File: config.mk
export PLATFORM = sky130hd
export DESIGN_NAME = seg_to_bcd_rx
export DESIGN_NICKNAME = d
export VERILOG_FILES = /design/src/rtl/seg_to_bcd_rx.sv
export SDC_FILE = /design/constraint.sdc
export NUM_CORES = 1
export LEC_CHECK = 0
export CAP_MARGIN = 20
export CORE_MARGIN = 2
export CORE_UTILIZATION = 50
export CTS_BUF_LIST = sky130_fd_sc_hd__clkbuf_4 sky130_fd_sc_hd__clkbuf_8
export CTS_CLUSTER_DIAMETER = 200
export DETAILED_ROUTE_END_ITERATION = 16
export GPL_TIMING_DRIVEN = 0
export PLACE_DENSITY = 0.68
export SYNTH_ARGS = -nofsm -noshare
export SYNTH_HDL_FRONTEND = slang
export SYNTH_SLANG_ARGS = --single-unit
File: constraint.sdc
create_clock -name clk_in -period 2.7 [get_ports clk_in]
set_input_delay 0.405 -clock clk_in [delete_from_list [all_inputs] [get_ports clk_in]]
set_output_delay 0.405 -clock clk_in [all_outputs]
set_load 0.1 [all_outputs]
File: src/rtl/seg_to_bcd_rx.sv
// Two-digit 7-segment receive decoder: settles, decodes to BCD, valid/ready out.
// Optional saturating error counter on err_cnt under SEG_RX_ERRCNT_EN.
module seg_to_bcd_rx #(
    parameter int STABLE_N = 4,
    parameter int CNT_W    = 8
) (
    input  logic       clk_in,
    input  logic       rst,
    input  logic       sample_en,
    input  logic [7:0] seg_data1,
    input  logic [7:0] seg_data2,
    output logic [3:0] bcd1,
    output logic [3:0] bcd2,
    output logic       blank1,
    output logic       blank2,
    output logic       out_valid,
    input  logic       out_ready,
    output logic       overrun,
    output logic       err
`ifdef SEG_RX_ERRCNT_EN
    ,
    output logic [CNT_W-1:0] err_cnt
`endif
);

    localparam logic [1:0] IDLE   = 2'd0;
    localparam logic [1:0] SETTLE = 2'd1;
    localparam logic [1:0] HOLD   = 2'd2;

    // Result is {legal, blank, bcd}; input has dp already cleared.
    function automatic logic [5:0] dec(input logic [7:0] s);
        case (s)
            8'hFC:   dec = 6'b10_0000;
            8'h60:   dec = 6'b10_0001;
            8'hDA:   dec = 6'b10_0010;
            8'hF2:   dec = 6'b10_0011;
            8'h66:   dec = 6'b10_0100;
            8'hB6:   dec = 6'b10_0101;
            8'hBE:   dec = 6'b10_0110;
            8'hE0:   dec = 6'b10_0111;
            8'hFE:   dec = 6'b10_1000;
            8'hF6:   dec = 6'b10_1001;
            8'h00:   dec = 6'b11_1111;
            default: dec = 6'b00_1111;
        endcase
    endfunction

    logic [1:0]  state;
    logic [13:0] cand;
    logic [13:0] last;
    logic [7:0]  stab_cnt;
    logic        first;

    logic [7:0]  m1;
    logic [7:0]  m2;
    logic [13:0] pair;
    logic [5:0]  d1;
    logic [5:0]  d2;
    logic        same;
    logic        at_n;
    logic        try_pub;
    logic        legal;
    logic        pub;
    logic        bad;
    logic        accept;

    always_comb begin
        m1      = seg_data1 & 8'hFE;
        m2      = seg_data2 & 8'hFE;
        pair    = {m2[7:1], m1[7:1]};
        d1      = dec(m1);
        d2      = dec(m2);
        same    = (pair == cand);
        at_n    = (stab_cnt == 8'(STABLE_N - 1));
        try_pub = sample_en && (state == SETTLE) && same && at_n;
        legal   = d1[5] && d2[5];
        pub     = try_pub && legal && (first || (pair != last));
        bad     = try_pub && !legal;
        accept  = out_valid && out_ready;
    end

    always_ff @(posedge clk_in) begin
        if (rst) begin
            state     <= IDLE;
            cand      <= '0;
            last      <= '0;
            stab_cnt  <= '0;
            first     <= 1'b1;
            bcd1      <= '0;
            bcd2      <= '0;
            blank1    <= 1'b0;
            blank2    <= 1'b0;
            out_valid <= 1'b0;
            overrun   <= 1'b0;
            err       <= 1'b0;
        end else begin
            overrun <= pub && out_valid && !out_ready;
            err     <= bad;
            if (pub) begin
                bcd1      <= d1[3:0];
                bcd2      <= d2[3:0];
                blank1    <= d1[4];
                blank2    <= d2[4];
                out_valid <= 1'b1;
                last      <= pair;
                first     <= 1'b0;
            end else if (accept) begin
                out_valid <= 1'b0;
            end
            if (sample_en) begin
                case (state)
                    IDLE: begin
                        cand     <= pair;
                        stab_cnt <= 8'd1;
                        state    <= SETTLE;
                    end
                    SETTLE: begin
                        if (!same) begin
                            cand     <= pair;
                            stab_cnt <= 8'd1;
                        end else if (at_n) begin
                            state <= HOLD;
                        end else begin
                            stab_cnt <= stab_cnt + 8'd1;
                        end
                    end
                    HOLD: begin
                        if (!same) begin
                            cand     <= pair;
                            stab_cnt <= 8'd1;
                            state    <= SETTLE;
                        end
                    end
                    default: state <= IDLE;
                endcase
            end
        end
    end

`ifdef SEG_RX_ERRCNT_EN
    always_ff @(posedge clk_in) begin
        if (rst) begin
            err_cnt <= '0;
        end else if (bad && (err_cnt != '1)) begin
            err_cnt <= err_cnt + 1'b1;
        end
    end
`endif

endmodule
## Word-level counts from Yosys, hierarchy flattened

Index checks and enable logic that the tools add are counted.

| cells by class | value |
|---|---|
| reductions and logical operators | 23 |
| multiplexer cells | 14 |
| $add $sub $neg | 1 |
| equality and inequality tests | 30 |

Operators with widths:

| operator | number |
|---|---|
| $pmux 6 s11 | 2 |
| $eq 7x7->1 const B | 16 |
| $eq 7x6->1 const B | 4 |
| $pmux 14 s2 | 1 |
| $mux 8 | 3 |
| $pmux 8 s3 | 1 |
| $logic_not 8->1 | 2 |
| $eq 14x14->1 | 1 |
| $mux 14 | 1 |
| $ne 14x14->1 | 1 |
| $logic_and 1x1->1 | 10 |
| $add 8x1->8 const B | 1 |
| $eq 8x2->1 const B | 1 |
| $ne 2x2->1 const B | 4 |
| $reduce_and 4->1 | 2 |
| $mux 2 | 3 |
| $pmux 2 s3 | 1 |
| $reduce_bool 2->1 | 2 |
| $ne 3x3->1 const B | 1 |
| $reduce_and 3->1 | 1 |
| $reduce_bool 3->1 | 1 |
| $eq 2x1->1 const B | 1 |
| $eq 2x2->1 const B | 1 |
| $logic_not 1->1 | 2 |
| 4 further kinds | 5 |

| storage, ports and cells | value |
|---|---|
| output and inout bits | 13 |
| logic and storage cells | 80 |
| input bits | 20 |
| register bits after elaboration | 52 |

## Logic depth before layout (Yosys ltp)

| logic depth | value |
|---|---|
| word-level depth | 8 |
| gate-level depth with buffers | 10 |
| gate-level depth less buffers | 7 |

## Worst setup path before layout

Ideal clock, no wire load.

| timing | value |
|---|---|
| kind | register to register |
| from | register stab_cnt[0] |
| to | register bcd2[3] |
| arrival | 2.265 ns |
| clock period less this slack | 2.386 ns |
| cell stages (with the launch flop) | 8 |
| required time | 2.579 ns |
| library setup time | 0.121 ns |
| path buffers | 0 |
| slack | 0.314 ns |
| cell sequence | dfxtp_1 ha_1 or4b_1 nor4_2 and2_1 nand3_2 nor3_4 mux2_2 |

| on the way | value |
|---|---|
| cells in the longest elaborated chain, start to end | 4 |

RTL lines:

| item | line | text |
|---|---|---|
| start, declared | 51 | `logic [7:0] stab_cnt;` |
| start signal, assigned | 124 | `stab_cnt <= stab_cnt + 8'd1;` |
| $eq 8x2->1 | 74 | `at_n = (stab_cnt == 8'(STABLE_N - 1));` |
| $logic_and 1x1->1 | 75 | `try_pub = sample_en && (state == SETTLE) && same && at_n;` |
| $logic_and 1x1->1 (2 in a row) | 77 | `pub = try_pub && legal && (first \|\| (pair != last));` |
| end signal, assigned | 101 | `bcd2 <= d2[3:0];` |
| end, declared | 13 | `output logic [3:0] bcd2,` |

Every way passes these cells.
A chain may end at the register's enable or synchronous reset.

## Worst setup path in the final report

| timing | value |
|---|---|
| from | input seg_data2[6] |
| to | register stab_cnt[4] |

| on the way | value |
|---|---|
| cells in the longest elaborated chain, start to end | 3 |
| elaborated cells on any way between the ends | 6 |
| classes of those cells | eq/ne: 3; mux: 2; reduce/logical: 1 |

RTL lines:

| item | line | text |
|---|---|---|
| start, declared | 11 | `input logic [7:0] seg_data2,` |
| $eq 14x14->1 (*) | 73 | `same = (pair == cand);` |
| $ne 3x3->1 (no source line), or another cell as far along | -- |  |
| $reduce_and 4->1 (no source line) or $pmux 8 s3 (tied branches) | -- |  |

Every way passes the cells marked *; elsewhere a longest branch is shown, timed or not.

==> reports/results.ini <==
[outcome]
status = finished, final reports clean

[power]
p_leak_nw = 1.35
p_int_mw = 1.20
p_seq_frac = 0.487
swShare = 0.275
switching_power_mw = 0.453
clkPwrFrac = 0.355
power.density_nw_per_um2 = 448
combinationalPowerShare = 0.158
ir_drop_mv = 0.316

[drt]
drtAntennaViolNets = 0
drt-pass1-iter-count = 5
post_drt_wl_per_cell_um = 17.1
drt_iter0_markers = 245
dr_total_vias = 2875
via_per_inst = 6.10
drt_wl_total_um = 8060
drc = 0

[synthesis]
ys_seq_area_frac = 0.335
yosysTopAreaCell = dfxtp_1
async_flop_share = 0
synth_nets = 386
ys_warn_count = 0
syn_area_per_cell_um2 = 8.63
synth_area_leaders = dfxtp_1 34%, xor2_1 7.0%, a21oi_1 6.0%, mux2i_1 4.8%, o31ai_1 3.9%
yosys_most_used_dff = dfxtp_1
synth_top_area_frac = 0.335
ys_seq_elements = 52
synth.most_common_cell = dfxtp_1
synth-edff-count = 0
synth_commonest_cells = 52 x dfxtp_1, 37 x a21oi_1, 30 x nor2_1, 25 x xor2_1, 19 x nand4_1
yosysUniqueCellTypes = 60
syn_area_um2 = 3110
synthesis.instances = 360

[place]
gp_congestion = 0.891
io_buffers = 24
placed_cell_area_um2 = 3440
dp_hpwl_um = 5740
pre_cts_ws_ns = -0.452

[worst_setup_path]
path_delay_family = simple AND/OR/NAND/NOR gates
cp_num_buf_inv = 1
cp_max_fo = 7
crit_required_ns = 2.95
cp-end-kind = register
max_stage_delay_ns = 0.57
path_cells = clkdlybuf4s50_1 > xor2_1 > nor4_1 > nand4_2 > or4_4 > or3b_1 > a21oi_1
start_kind = primary input
cp_slowest_cell = or4_4
worst_ep_arrival_time_ns = 2.86
critical_path_class = primary input to register

[clock_network]
insertion_delay_ns = 0.32
clock-sinks = 52
htreeDepth = 2
cts_root_buf = clkbuf_8
cts_buffers = 5
cts_tree = built
clockBufferDepth = 2
hold_buffers = 0
clk_pin_slew_ns = 0.11

[global_routing]
overflow = 0
grt_pass1_vias = 2684
antenna_found_initial = 0
grt_max_degree = 17
track_usage = 0.229
grt_pass1_wl_um = 13100

[sta]
worstMarginPinSlew_ns = 0.970
slew_viol_final = 0
rsz0062_at_grt = true
slew_headroom = 0.351
fin_skew_ns = 0.00985
post-route-period-util = 0.968
finalWorstSetupSlack_ns = 0.0873
finalSetupViolCount = 0
final-hold-violation-count = 0
period_needed_ns = 2.61
fmax_ghz = 0.383

[floorplanning]
start_util = 0.522
design.core.area_um2 = 5960
fp.dieArea_um2 = 6860
ios = 33
std_cell_rows = 28
fp.dieW_um = 82.8
die_h_um = 82.8

[finish]
final_util = 0.618
n_fill_cell = 544
regArea_um2 = 1040
n_antenna_cell = 0
fin_nets = 421
drive_above_1_share = 0.157
areaGrowthSynthToFinish_pct = 18.5
multi_input_area_um2 = 1950
fin_area_um2 = 3680

[job]
cap_viol_max_count = 0

[hold_path]
hold_class = primary input to register

[per-stage QoR]
step | setup TNS [ns] | power [mW] | std cells | hold WS [ns]
final | 0 | 1.65 | 471 | 0.371
after global routing | -0.115 | 1.70 | 471 | 0.385
after detailed placement | -13.32 | 1.07 | 459 | 0.466
after CTS | 0 | 1.64 | 468 | 0.369
after global placement | -12.56 | 1.06 | 459 | 0.455
after floorplan | 0 | 0.997 | 360 | 0.444
[worst paths after layout]
path | start | endpoint | slack, ns | cells after the start
setup / recovery | seg_data2[6] | stab_cnt[4] | 0.09 | 7
hold / removal | seg_data2[1] | last[7] | 0.37 | 3
setup reg to reg | stab_cnt[0] | blank2 | 0.18 | 9
hold reg to reg | blank2 | blank2 | 0.47 | 2
[metal layers]
metal / part of all wire / up-vias / global-route usage
li1: - / 1407 / -
met1: 0.48 / 1375 / 0.310
met2: 0.46 / 77 / 0.372
met3: 0.036 / 16 / 0.0358
met4: 0.022 / 0 / 0.0805
met5: 0 / - / 0
[tightest hold or removal path: cells and delay by family]
family                 cells  cell delay, ns
AOI/OAI and AO/OA          1            0.05
buffers and inverters      1            0.12
and+or+nand+nor            1            0.07
[state kept, by name, indices dropped and copies added (netlist names), 2 cells and up]
register / cells
bcd1: 4
stab_cnt: 8
state: 2
cand: 14
last: 14
bcd2: 4
[what timing repair did]
action	CTS	global route
setup buffers	1	4
pin swaps	1	2
gates resized for setup	4	30
endpoints found under the setup margin	16	42
[cell usage in the layout (no fill, tap or decap), types with 6 or more instances in the layout]
master,netlist,routed
dfxtp_1,52,52
a21oi_1,37,37
nor2_1,30,29
xor2_1,25,25
clkdlybuf4s50_1,0,24
nand4_1,19,19
mux2i_1,15,15
o31ai_1,16,15
nand3_1,10,10
buf_2,8,10
nand2_1,9,9
buf_4,4,9
a211oi_1,9,9
a31oi_1,9,9
clkbuf_1,18,8
clkbuf_2,0,8
o21ai_0,9,8
inv_1,6,6
and3_1,6,6
ha_1,6,6
clkbuf_8,0,6
[logic make-up after synthesis]
| group | Yosys count | synth area share |
|---|---|---|
| AO/OA/AOI/OAI | 97 | 0.205 |
| XOR/XNOR | 29 | 0.0842 |
| adder cells (fa/ha/maj) | 6 | 0.0242 |
| buffers and inverters | 40 | 0.0612 |
| flip-flops | 52 | 0.335 |
| multiplexers | 16 | 0.0520 |
| AND/OR/NAND/NOR | 120 | 0.239 |
[cell type report]
type                       instances  area share
clock buffer                       6      0.0224
buffer                            33      0.0479
tap                               75      0.0255
sequential                        52       0.283
multi-input combinational        268       0.529
inverter                           6     0.00612
timing repair buffer              29      0.0754
clock inverter                     2      0.0105
[power by group through the flow]
stage                     Combinational (mW)  Clock (mW)  Sequential [mW]
after floorplan                        0.179           0            0.818
after global placement                 0.242           0            0.820
after detailed placement               0.245           0            0.821
after CTS                              0.246       0.586            0.803
after global routing                   0.283       0.612            0.806
final                                  0.260       0.586            0.803
Power figures use the tool's default switching activity.
